`config.mk`:
```
export PLATFORM = sky130hd
export DESIGN_NAME = peregrine_iram0_loader
export DESIGN_NICKNAME = d
export VERILOG_FILES = /design/src/rtl/peregrine_iram0_loader.sv
export SDC_FILE = /design/constraint.sdc
export NUM_CORES = 1
export LEC_CHECK = 0
export ABC_AREA = 1
export BUFFER_PORTS_ARGS = -buffer_cell sky130_fd_sc_hd__buf_2
export CORE_MARGIN = 4
export CORE_UTILIZATION = 25
export DETAILED_ROUTE_END_ITERATION = 10
export HOLD_SLACK_MARGIN = 0.1
export PLACE_DENSITY_LB_ADDON = 0.2
export SYNTH_ARGS = -nofsm -noshare
export SYNTH_HDL_FRONTEND = slang
export SYNTH_SLANG_ARGS = --single-unit
```
`constraint.sdc`:
```
create_clock -name CLK -period 3.6 [get_ports CLK]
set_input_delay 0.36 -clock CLK [delete_from_list [all_inputs] [get_ports CLK]]
set_output_delay 0.36 -clock CLK [all_outputs]
set_load 0.1 [all_outputs]
```
`src/rtl/peregrine_iram0_loader.sv`:
```
// peregrine_iram0_loader: block-load initiator for the IRAM0 port.
// Accepts a load command (start address, word count, verify flag) and a
// 32-bit word stream. It writes the words to consecutive IRAM0 locations,
// wrapping the address. In verify mode it then reads the range back and
// compares the additive checksum of the read data against the written data.
//
// Ports:
//   CLK, Reset_n                       clock, async active-low reset
//   cmd_valid/cmd_ready                command handshake
//   cmd_addr/cmd_count/cmd_verify      command payload
//   wr_valid/wr_ready/wr_data          write data stream
//   IRam0Addr/En/Wr/WrData/LoadStore   registered IRAM0 request
//   IRam0Data                          IRAM0 read data (one cycle after sample)
//   busy/done/err/checksum             status and result of the last command
module peregrine_iram0_loader #(
    parameter int unsigned AW = 17,
    parameter int unsigned DW = 32,
    parameter int unsigned CW = 18
) (
    input  logic          CLK,
    input  logic          Reset_n,
    input  logic          cmd_valid,
    output logic          cmd_ready,
    input  logic [AW-1:0] cmd_addr,
    input  logic [CW-1:0] cmd_count,
    input  logic          cmd_verify,
    input  logic          wr_valid,
    output logic          wr_ready,
    input  logic [DW-1:0] wr_data,
    output logic [AW-1:0] IRam0Addr,
    output logic          IRam0En,
    output logic          IRam0Wr,
    output logic [DW-1:0] IRam0WrData,
    output logic          IRam0LoadStore,
    input  logic [DW-1:0] IRam0Data,
    output logic          busy,
    output logic          done,
    output logic          err,
    output logic [DW-1:0] checksum
);

    localparam logic [CW-1:0] MAX_COUNT = CW'(64'd1 << AW);

    typedef enum logic [2:0] {
        IDLE  = 3'd0,
        WRITE = 3'd1,
        READ  = 3'd2,
        DRAIN = 3'd3,
        FIN   = 3'd4
    } state_t;

    state_t        state_q, state_d;
    logic [AW-1:0] start_q, start_d;
    logic [AW-1:0] cur_q, cur_d;
    logic [CW-1:0] count_q, count_d;
    logic [CW-1:0] rem_q, rem_d;
    logic          verify_q, verify_d;
    logic          rd_pend_q;
    logic [DW-1:0] rd_sum_q, rd_sum_d;
    logic [DW-1:0] sum_d;
    logic          err_d;
    logic          en_d, wr_d;
    logic [AW-1:0] addr_d;
    logic [DW-1:0] wdata_d;
    logic          cmd_acc_c, beat_acc_c;

    assign cmd_acc_c  = cmd_valid & cmd_ready;
    assign beat_acc_c = wr_valid & wr_ready;

    // Next-state, datapath and request generation
    always_comb begin
        state_d  = state_q;
        start_d  = start_q;
        cur_d    = cur_q;
        count_d  = count_q;
        rem_d    = rem_q;
        verify_d = verify_q;
        rd_sum_d = rd_sum_q;
        sum_d    = checksum;
        err_d    = err;
        en_d     = 1'b0;
        wr_d     = 1'b0;
        addr_d   = IRam0Addr;
        wdata_d  = IRam0WrData;

        // Read data arrives the cycle after the memory samples a read
        if (rd_pend_q) begin
            rd_sum_d = rd_sum_q + IRam0Data;
        end

        case (state_q)
            IDLE: begin
                if (cmd_acc_c) begin
                    start_d  = cmd_addr;
                    cur_d    = cmd_addr;
                    count_d  = cmd_count;
                    rem_d    = cmd_count;
                    verify_d = cmd_verify;
                    sum_d    = '0;
                    rd_sum_d = '0;
                    err_d    = 1'b0;
                    if (cmd_count == '0) begin
                        state_d = FIN;
                    end else if (cmd_count > MAX_COUNT) begin
                        err_d   = 1'b1;
                        state_d = FIN;
                    end else begin
                        state_d = WRITE;
                    end
                end
            end
            WRITE: begin
                if (rem_q == '0) begin
                    // All beats written; the first read goes out immediately
                    if (verify_q) begin
                        en_d    = 1'b1;
                        addr_d  = start_q;
                        cur_d   = start_q + AW'(1);
                        rem_d   = count_q - CW'(1);
                        state_d = (count_q == CW'(1)) ? DRAIN : READ;
                    end else begin
                        state_d = FIN;
                    end
                end else if (beat_acc_c) begin
                    en_d    = 1'b1;
                    wr_d    = 1'b1;
                    addr_d  = cur_q;
                    wdata_d = wr_data;
                    sum_d   = checksum + wr_data;
                    cur_d   = cur_q + AW'(1);
                    rem_d   = rem_q - CW'(1);
                end
            end
            READ: begin
                en_d   = 1'b1;
                addr_d = cur_q;
                cur_d  = cur_q + AW'(1);
                rem_d  = rem_q - CW'(1);
                if (rem_q == CW'(1)) begin
                    state_d = DRAIN;
                end
            end
            DRAIN: begin
                // Last return is being captured when nothing else is in flight
                if (rd_pend_q && !IRam0En) begin
                    state_d = FIN;
                end
            end
            FIN: begin
                if (verify_q && (rd_sum_q != checksum)) begin
                    err_d = 1'b1;
                end
                state_d = IDLE;
            end
            default: begin
                state_d = IDLE;
            end
        endcase
    end

    // State and registered outputs
    always_ff @(posedge CLK or negedge Reset_n) begin
        if (!Reset_n) begin
            state_q        <= IDLE;
            start_q        <= '0;
            cur_q          <= '0;
            count_q        <= '0;
            rem_q          <= '0;
            verify_q       <= 1'b0;
            rd_pend_q      <= 1'b0;
            rd_sum_q       <= '0;
            checksum       <= '0;
            err            <= 1'b0;
            done           <= 1'b0;
            busy           <= 1'b0;
            cmd_ready      <= 1'b0;
            wr_ready       <= 1'b0;
            IRam0Addr      <= '0;
            IRam0En        <= 1'b0;
            IRam0Wr        <= 1'b0;
            IRam0WrData    <= '0;
            IRam0LoadStore <= 1'b0;
        end else begin
            state_q        <= state_d;
            start_q        <= start_d;
            cur_q          <= cur_d;
            count_q        <= count_d;
            rem_q          <= rem_d;
            verify_q       <= verify_d;
            rd_pend_q      <= IRam0En & ~IRam0Wr;
            rd_sum_q       <= rd_sum_d;
            checksum       <= sum_d;
            err            <= err_d;
            done           <= (state_q == FIN);
            busy           <= (state_d != IDLE);
            cmd_ready      <= (state_d == IDLE);
            wr_ready       <= (state_d == WRITE) && (rem_d != '0);
            IRam0Addr      <= addr_d;
            IRam0En        <= en_d;
            IRam0Wr        <= wr_d;
            IRam0WrData    <= wdata_d;
            IRam0LoadStore <= en_d;
        end
    end

endmodule

```
== Yosys cells after proc, flatten, opt, wreduce, memory -nomap -nowiden ==
Cells that the tools add are included.
Operators by class
  eq/ne operators: 14
  reduce and logical (&&, ||, !) cells: 20
  multiplexer cells: 41
  bitwise logic cells: 5
  magnitude comparators: 1
  $add $sub $neg: 6
  shift operators: 0
  multipliers: 0
  div/mod/pow operators: 0
Operators by type and width (number)
  32-bit 2-to-1 mux: 6
  17-bit 2-to-1 mux: 7
  18-bit 2-to-1 mux: 4
  32-bit adder: 2
  32-bit case mux with 2 select lines: 1
  18-bit case mux with 3 select lines: 1
  17-bit case mux with 3 select lines: 1
  18-bit by 1-bit equality test with 1-bit output (second input constant): 2
  18-bit logical NOT: 2
  18-bit by 1-bit subtractor with 18-bit output (second input constant): 2
  17-bit by 1-bit adder with 17-bit output (second input constant): 2
  17-bit case mux with 2 select lines: 1
  32-bit != test: 1
  3-bit 2-to-1 mux: 7
  18-bit greater-than comparator (second input constant): 1
  18-bit nonzero test: 1
  3-bit case mux with 4 select lines: 1
  1-bit 2-to-1 mux: 10
  3-bit AND reduction: 3
  2-bit != test (second input constant): 4
  4-bit AND reduction: 2
  3-bit by 1-bit equality test with 1-bit output (second input constant): 2
  3-bit by 2-bit equality test with 1-bit output (second input constant): 2
  3-bit logical NOT: 2
  10 further kinds: 20
Storage, ports and cells
  input bits: 104
  RAM bits: 0
  output and inout port bits: 89
  logic and storage cells: 105
  register bits: 195
  latch bits: 0
  memories: 0
  ROM bits: 0

== Logic depth before layout (Yosys ltp) ==
Gate-level depths: netlist of run 1.
  word-level depth: 7
  depth in mapped cells: 17
  gate-level depth less buffers: 17

== Worst setup path before layout of run 1 ==
OpenSTA, ideal clock, no wires.
  path kind: register to register
  start point: register checksum[0]
  end point: register checksum[22]
  data arrival time: 2.714 ns
  data required time: 3.517 ns
  library setup time: 0.083 ns
  clock period less this slack: 2.796 ns
  path slack: 0.804 ns
  path buffers: 0
  stages on the path, launching flop included: 14
  cells stage by stage: dfrtp_1 -> ha_1 -> fa_1 -> nand3_1 -> nand2_1 -> a21oi_1 -> o21ai_0 -> a21boi_0 -> inv_1 -> nand3_1 -> nand2_1 -> nand2_1 -> nand2_1 -> o21ai_0
On the way
  word-level cells in the longest chain between the ends: 4
Ends and longest elaborated chain
  from (decl): RTL line 39  | output logic [DW-1:0] checksum
  from (signal assigned): RTL line 192  | checksum <= sum_d;
  32-bit adder: RTL line 129  | sum_d = checksum + wr_data;
  32-bit 2-to-1 mux: RTL line 124  | end else if (beat_acc_c) begin
  32-bit 2-to-1 mux: RTL line 113  | if (rem_q == '0) begin
  32-bit case mux with 2 select lines: RTL line 91  | case (state_q)
No other way between the ends. The select of a mux whose other input is x is not followed.
A chain may end at the register's enable or synchronous reset.

== Worst setup path after layout of run 1 ==
  start point: input wr_data[0]
  end point: register checksum[22]
On the way
  word-level cells in the longest chain between the ends: 4
Ends and longest elaborated chain
  from (decl): RTL line 29  | input logic [DW-1:0] wr_data,
  32-bit adder: RTL line 129
  32-bit 2-to-1 mux: RTL line 124
  32-bit 2-to-1 mux: RTL line 113
  32-bit case mux with 2 select lines: RTL line 91
No other way between the ends. The select of a mux whose other input is x is not followed.

==> reports/qor.txt, run 1 <==
Status: completed
Fin crit share: 79.0%
Tightest Pin Transition: 0.853 ns
Setup TNS: 0 ns
CTS HTree Levels: 4
Die width: 248 um
Hpwl dp: 42300 um
Fin. max-slew vios: 0
Post-Syn Area per Cell: 6.88 sq um
RSZ-0062 raised after global routing: false
Setup crit end kind: flip-flop
Core Region: 0.0568 sq mm
Final Hold Fails: 0
Post-Syn Area: 0.0144 sq mm
Clk network pwr share: 15.5%
TritonCTS Buffers: 17
Clock Skew: 0.0184 ns
Area leader, netlist: dfrtp_1
Yosys cell types: 50
Reg-to-Reg End: checksum[22]$_DFFE_PN0P_
DRT iter0 DRCs: 997
Setup slack after layout: 0.758 ns
Row cnt: 87
Startpoint Class: input pin
GRT Overall Usage: 17.9%
Comb power frac: 56.7%
DR pass1 iterations: 5
Top Ports: 193
Global-route wire length before repair: 84900 um
Initial antenna violation count: 8
Clk root buf: clkbuf_16
Asr flop ratio synth: 100%
Layout area overhead: 19.6%
Seq/Total Area, Yosys: 33.8%
WP data required: 4.02 ns
Top area cells in the synthesized netlist: dfrtp_1, nand2_1, ha_1
Worst reg2reg path depth: 13
Top-count cell post-synth: nand2_1
Post-layout min period: 2.84 ns
Register-to-register setup slack: 0.85 ns
Register area: 0.00488 sq mm
Die height: 248 um
Post-route design area: 0.0173 sq mm
GRT overflow: 0
Worst R2R Start: checksum[0]$_DFFE_PN0P_
Hold Slack: 0.127 ns
Pre-CTS setup slack: 0.809 ns
Die area: 0.0617 sq mm
CTS Hold Bufs: 43
Gate Count Post-Synth: 2100
Finish-stage setup viols: 0
Clock buffer depth: 2
Post-CTS sizing: 0
Reg power frac: 27.9%
Residual DRC: 0
Drt via density: 4.80
Post-CTS Setup Bufs: 0
Crit Path Max Fanout: 3
Slew margin rel.: 42.7%
Synth top cells by count: nand2_1, inv_1, nor2_1
Worst Hold Launch: wr_data[31]
Max Clk Rate: 0.352 GHz
Syn Nets: 2275
Post-synth top flop: dfrtp_1
Via count: 14800
WL final: 55000 um
Maxcap violations: 0
P_sw: 7140 uW
Hold EP: IRam0WrData[31]$_DFFE_PN0P_
Crit path DAT: 3.26 ns
Number of I/O port buffers: 192
Synth warn: 0
Footprint of the multi-input gates: 0.00841 sq mm
Routed Antenna Nets: 0
Layout Utilization: 30.4%
Hold Path Cell Cnt: 3
Internal: 5880 uW
CTS tree: yes
CTS clk-pin slew, worst paths: 0.08 ns
P_leak: 0.00847 uW
Hold Path Class: input pin to flip-flop
Clk_lat worst skew: 0.50 ns
CTS Sinks: 195
CP Class: input pin to flip-flop
Pin count of the biggest net entering global routing: 68
Synth Register Bits: 195
DP Area: 0.0163 sq mm
Fill count: 6265
Routed wire per std cell: 17.8 um
EDFF count, synth: 0
Share of the synthesized area in the top cell type: 33.8%
Pwr Density: 754 mW/mm^2
Share of post-route cells with drive strength above 1: 12.4%
RePlAce Congestion: 0.851
Maximum vdd drop: 0.543 mV
Fin nets: 2494
Initial Util: 25.4%
Sw Share: 54.8%
Vias in the first global route: 14400
## power groups by stage
stage,clock [uW],sequential (uW),combinational [uW]
6_report,2010,3630,7380
5_1_grt,2170,3720,8150
4_1_cts,2090,3620,7390
3_5_place_dp,0,3660,7330
3_3_place_gp,0,3650,7300
2_1_floorplan,0,5300,3760
## kinds of logic (layout without fill, tap and decap cells)
kind of cell,after synthesis,in the layout,synth area share (%)
simple gates,1064,1064,31.4
compound gates,414,414,16.6
buf+inv,292,522,8.06
flops,195,195,33.8
fa+ha+maj,71,71,6.26
xor+xnor,64,64,3.88
other cells,0,2,0
## metrics by stage
| stage | power, uW | std cells |
|---|---|---|
| floorplan | 9060 | 2100 |
| global placement | 10900 | 3013 |
| finish | 13000 | 3088 |
| detailed placement | 11000 | 3013 |
| CTS | 13100 | 3086 |
| global route | 14000 | 3086 |
## sequential cells by signal, indices dropped and copies added, names as in the netlist
signal / cells
cur_q: 17
cmd_ready: 1
state_q: 3
IRam0LoadStore: 1
rd_pend_q: 1
start_q: 17
verify_q: 1
IRam0WrData: 32
rd_sum_q: 32
IRam0Addr: 17
IRam0Wr: 1
rem_q: 18
wr_ready: 1
err: 1
count_q: 18
busy: 1
done: 1
checksum: 32
## per-layer routing
layer | GRT usage (%) | vias to the layer above | part of all wire [%]
met5 | 0 | - | 0.15
met4 | 5.03 | 10 | 2.1
met3 | 3.93 | 65 | 4.9
met2 | 28.1 | 329 | 45
met1 | 24.9 | 7002 | 48
li1 | - | 7408 | -
## critical path, cell delays in order
cell,delay (ns)
dlygate4sd3_1,0.53
buf_2,0.13
ha_1,0.22
fa_1,0.42
nand3_1,0.10
nand2_1,0.11
a21oi_1,0.26
o21ai_0,0.26
a21boi_0,0.33
inv_1,0.11
nand3_1,0.08
nand2_1,0.06
nand2_1,0.06
nand2_1,0.04
o21ai_0,0.17
## worst max path at each step
stage,from,endpoint,slack (ns)
2_1_floorplan,checksum[0]$_DFFE_PN0P_,checksum[22]$_DFFE_PN0P_,0.80
3_3_place_gp,wr_data[0],checksum[22]$_DFFE_PN0P_,0.82
3_5_place_dp,wr_data[0],checksum[22]$_DFFE_PN0P_,0.81
4_1_cts,wr_data[0],checksum[22]$_DFFE_PN0P_,0.81
5_1_grt,wr_data[0],checksum[22]$_DFFE_PN0P_,0.49
6_report,wr_data[0],checksum[22]$_DFFE_PN0P_,0.76
## layout make-up
type / instances / area share, %
Inverter: 233 / 5.06
Timing Repair Buffer: 259 / 9.23
Multi-Input combinational cell: 1613 / 48.7
Tap cell: 756 / 5.48
Clock inverter: 10 / 0.725
Sequential cell: 195 / 28.3
Antenna cell: 2 / 0.0290
Clock buffer: 20 / 2.53
## placed cells by master (no fill, tap or decap), types with 17 or more instances in the layout
cell,n
dfrtp_1,195
xor2_1,22
nor3_1,21
nor2_1,215
o211ai_1,30
inv_1,227
o21bai_1,17
o21ai_0,153
xnor2_1,42
clkbuf_16,17
buf_4,23
buf_2,191
dlygate4sd3_1,43
nand4_1,37
ha_1,69
nand3_1,136
a31oi_1,28
nand2_1,597
a21oi_1,123
Note: power is estimated with default switching activity, not from simulation.
==> run 2, diff against run 1 <==
==> constraint.sdc (replaced) <==
create_clock -name CLK -period 2.3 [get_ports CLK]
set_input_delay 0.23 -clock CLK [delete_from_list [all_inputs] [get_ports CLK]]
set_output_delay 0.23 -clock CLK [all_outputs]
set_load 0.1 [all_outputs]
==> reports/qor.txt, run 2 (synthesized netlist as in run 1, its figures left out) <==
Status: completed (unchanged)
RePlAce Congestion: 0.914 (was 0.851)
Crit Path Max Fanout: 4 (was 3)
RSZ-0062 raised after global routing: true (was false)
GRT Overall Usage: 19.2% (was 17.9%)
Most common cell after layout, fill and taps aside: nand2_1 (unchanged)
Reg-to-Reg End: checksum[24]$_DFFE_PN0P_ (was checksum[22]$_DFFE_PN0P_)
Fin crit share: 97.0%
Number of I/O port buffers: 192 (unchanged)
Tightest Pin Transition: 0.681 ns (was 0.853 ns)
Routed wire per std cell: 18.0 um (was 17.8 um)
Residual DRC: 0 (unchanged)
Row cnt: 87 (unchanged)
Pin count of the biggest net entering global routing: 69 (was 68)
Slew margin rel.: 54.5% (was 42.7%)
Top flop regs: IRam0WrData x32, checksum x32, rd_sum_q x32 (unchanged)
Pwr Density: 1170 mW/mm^2 (was 754 mW/mm^2)
Initial Util: 25.4% (unchanged)
Post-layout min period: 2.23 ns
Via count: 15800 (was 14800)
Layout area overhead: 37.3% (was 19.6%)
Critical path cell sequence: ha_4 > fa_2 > nand3_2 > nand2_4 > nand2_2 > nand3_2 > a21o_1 > nand3_2 > nand2_2 > nand2_1 > nand2_1 > a21oi_1 > o21ai_1 > nand2_1 (was dlygate4sd3_1 > buf_2 > ha_1 > fa_1 > nand3_1 > nand2_1 > a21oi_1 > o21ai_0 > a21boi_0 > inv_1 > nand3_1 > nand2_1 > nand2_1 > nand2_1 > o21ai_0)
Final Hold Fails: 0 (unchanged)
Max Clk Rate: 0.448 GHz
DP Cell Count: 3202 (was 3013)
CP Class: flip-flop to flip-flop (was input pin to flip-flop)
Hold Path Cell Cnt: 5 (was 3)
Setup crit end kind: flip-flop (unchanged)
Clk_lat worst skew: 0.50 ns (about the same)
Max Used Layer: met5 (unchanged)
Die height: 248 um (unchanged)
Clock Skew: 0.0131 ns (was 0.0184 ns)
Non-filler instance count after layout: 3324 (was 3088)
Crit path from: checksum[0]$_DFFE_PN0P_ (was wr_data[0])
CTS clk-pin slew, worst paths: 0.08 ns (about the same)
Finish-stage setup viols: 0 (unchanged)
DRT iter0 DRCs: 999 (was 997)
Register-to-register setup slack: 0.07 ns (was 0.85 ns)
Share of post-route cells with drive strength above 1: 25.6% (was 12.4%)
Drt via density: 4.76 (was 4.80)
CTS HTree Levels: 4 (unchanged)
Die width: 248 um (unchanged)
Routed Antenna Nets: 0 (unchanged)
Pre-CTS setup slack: -0.0923 ns (was 0.809 ns)
Maximum vdd drop: 0.726 mV (was 0.543 mV)
Core Region: 0.0568 sq mm (unchanged)
WL final: 59800 um (was 55000 um)
Worst R2R Start: checksum[0]$_DFFE_PN0P_ (unchanged)
Hold EP: count_q[13]$_DFFE_PN0P_ (was IRam0WrData[31]$_DFFE_PN0P_)
Hpwl dp: 46000 um (was 42300 um)
Worst reg2reg path depth: 14 (was 13)
Clock buffer depth: 2 (unchanged)
Top Ports: 193 (unchanged)
Slowest cell on the critical path: dfrtp_4 (was dlygate4sd3_1)
GRT overflow: 0 (unchanged)
Hold Path Class: input pin to flip-flop (unchanged)
Crit path DAT: 2.66 ns (was 3.26 ns)
Most frequent cells in the layout: nand2_1, buf_4, inv_1, buf_2, nor2_1 (was nand2_1, inv_1, nor2_1, dfrtp_1, buf_2)
P_leak: 0.00967 uW (was 0.00847 uW)
Setup TNS: 0 ns (unchanged)
Startpoint Class: flip-flop (was input pin)
WP data required: 2.73 ns (was 4.02 ns)
Global-route wire length before repair: 90900 um (was 84900 um)
DR pass1 iterations: 5 (unchanged)
Largest stage delay, worst path: 0.50 ns (was 0.53 ns)
Vias in the first global route: 15600 (was 14400)
TritonCTS Buffers: 17 (unchanged)
Initial antenna violation count: 2 (was 8)
Fin nets: 2729 (was 2494)
Metal3 WL: 2150 um (was 2690 um)
Fin. max-slew vios: 0 (unchanged)
Maxcap violations: 0 (unchanged)
Worst Hold Launch: cmd_count[13] (was wr_data[31])
M1 WL: 29300 um (was 26500 um)
Setup slack after layout: 0.0681 ns (was 0.758 ns)
Routed length on met2: 26900 um (was 24600 um)
Die area: 0.0617 sq mm (unchanged)
Clk root buf: clkbuf_16 (unchanged)
CTS Sinks: 195 (unchanged)
CTS tree: yes (unchanged)
-- run 2: repair_timing --
item	CTS	global route
setup buffers	5	21
resized for setup	14	147
hold buffers	62	0
cloned	0	1
endpoints found under the hold margin	176	0
pin swaps	1	33
setup endpoints to repair	24	54
-- run 2: how the worst max path moves through the flow --
stage / to
6_report: checksum[24]$_DFFE_PN0P_
5_1_grt: rd_sum_q[20]$_DFF_PN0_
4_1_cts: checksum[24]$_DFFE_PN0P_
3_5_place_dp: wr_ready$_DFF_PN0_
3_3_place_gp: rd_sum_q[17]$_DFF_PN0_
2_1_floorplan: checksum[22]$_DFFE_PN0P_
-- run 2: critical path, delay by kind of cell, from the launching register on --
family	cells	cell delay, ns
adder cells (fa/ha/maj)	2	0.57
AO/OA/AOI/OAI	3	0.44
flip-flops	1	0.50
AND/OR/NAND/NOR	9	0.65
-- run 2: routing by layer --
metal	global-route usage, %	vias up
met4	5.43	2
li1	-	7875
met5	0	-
met3	3.13	67
met1	26.9	7568
met2	30.5	303
-- run 2: metrics by stage --
stage / total power (uW) / instance area, sq um / hold slack (ns) / utilization (%)
2_1_floorplan: 14300 / 14500 / -0.0656 / -
3_3_place_gp: 18900 / 17800 / 0.185 / 31.4
3_5_place_dp: 18900 / 17800 / 0.190 / 31.4
4_1_cts: 22400 / 19100 / 0.106 / 33.7
5_1_grt: 24800 / 19800 / 0.119 / 34.9
6_report: 23100 / 19800 / 0.141 / 34.9
-- run 2: power breakdown --
group          switching (uW)  internal, uW
Sequential                870          4360
Clock                    1620          1620
Combinational            9700          4950
-- run 2: layout make-up --
type / count / area [sq um]
repair buffers: 493 / 3550
flip-flops and latches: 195 / 4910
clock inverters: 13 / 149
inverters: 233 / 882
clock buffers: 19 / 433
diodes: 1 / 2.50
multi-input cells: 1614 / 8950
well taps: 756 / 946
fillers: 6126 / 37000
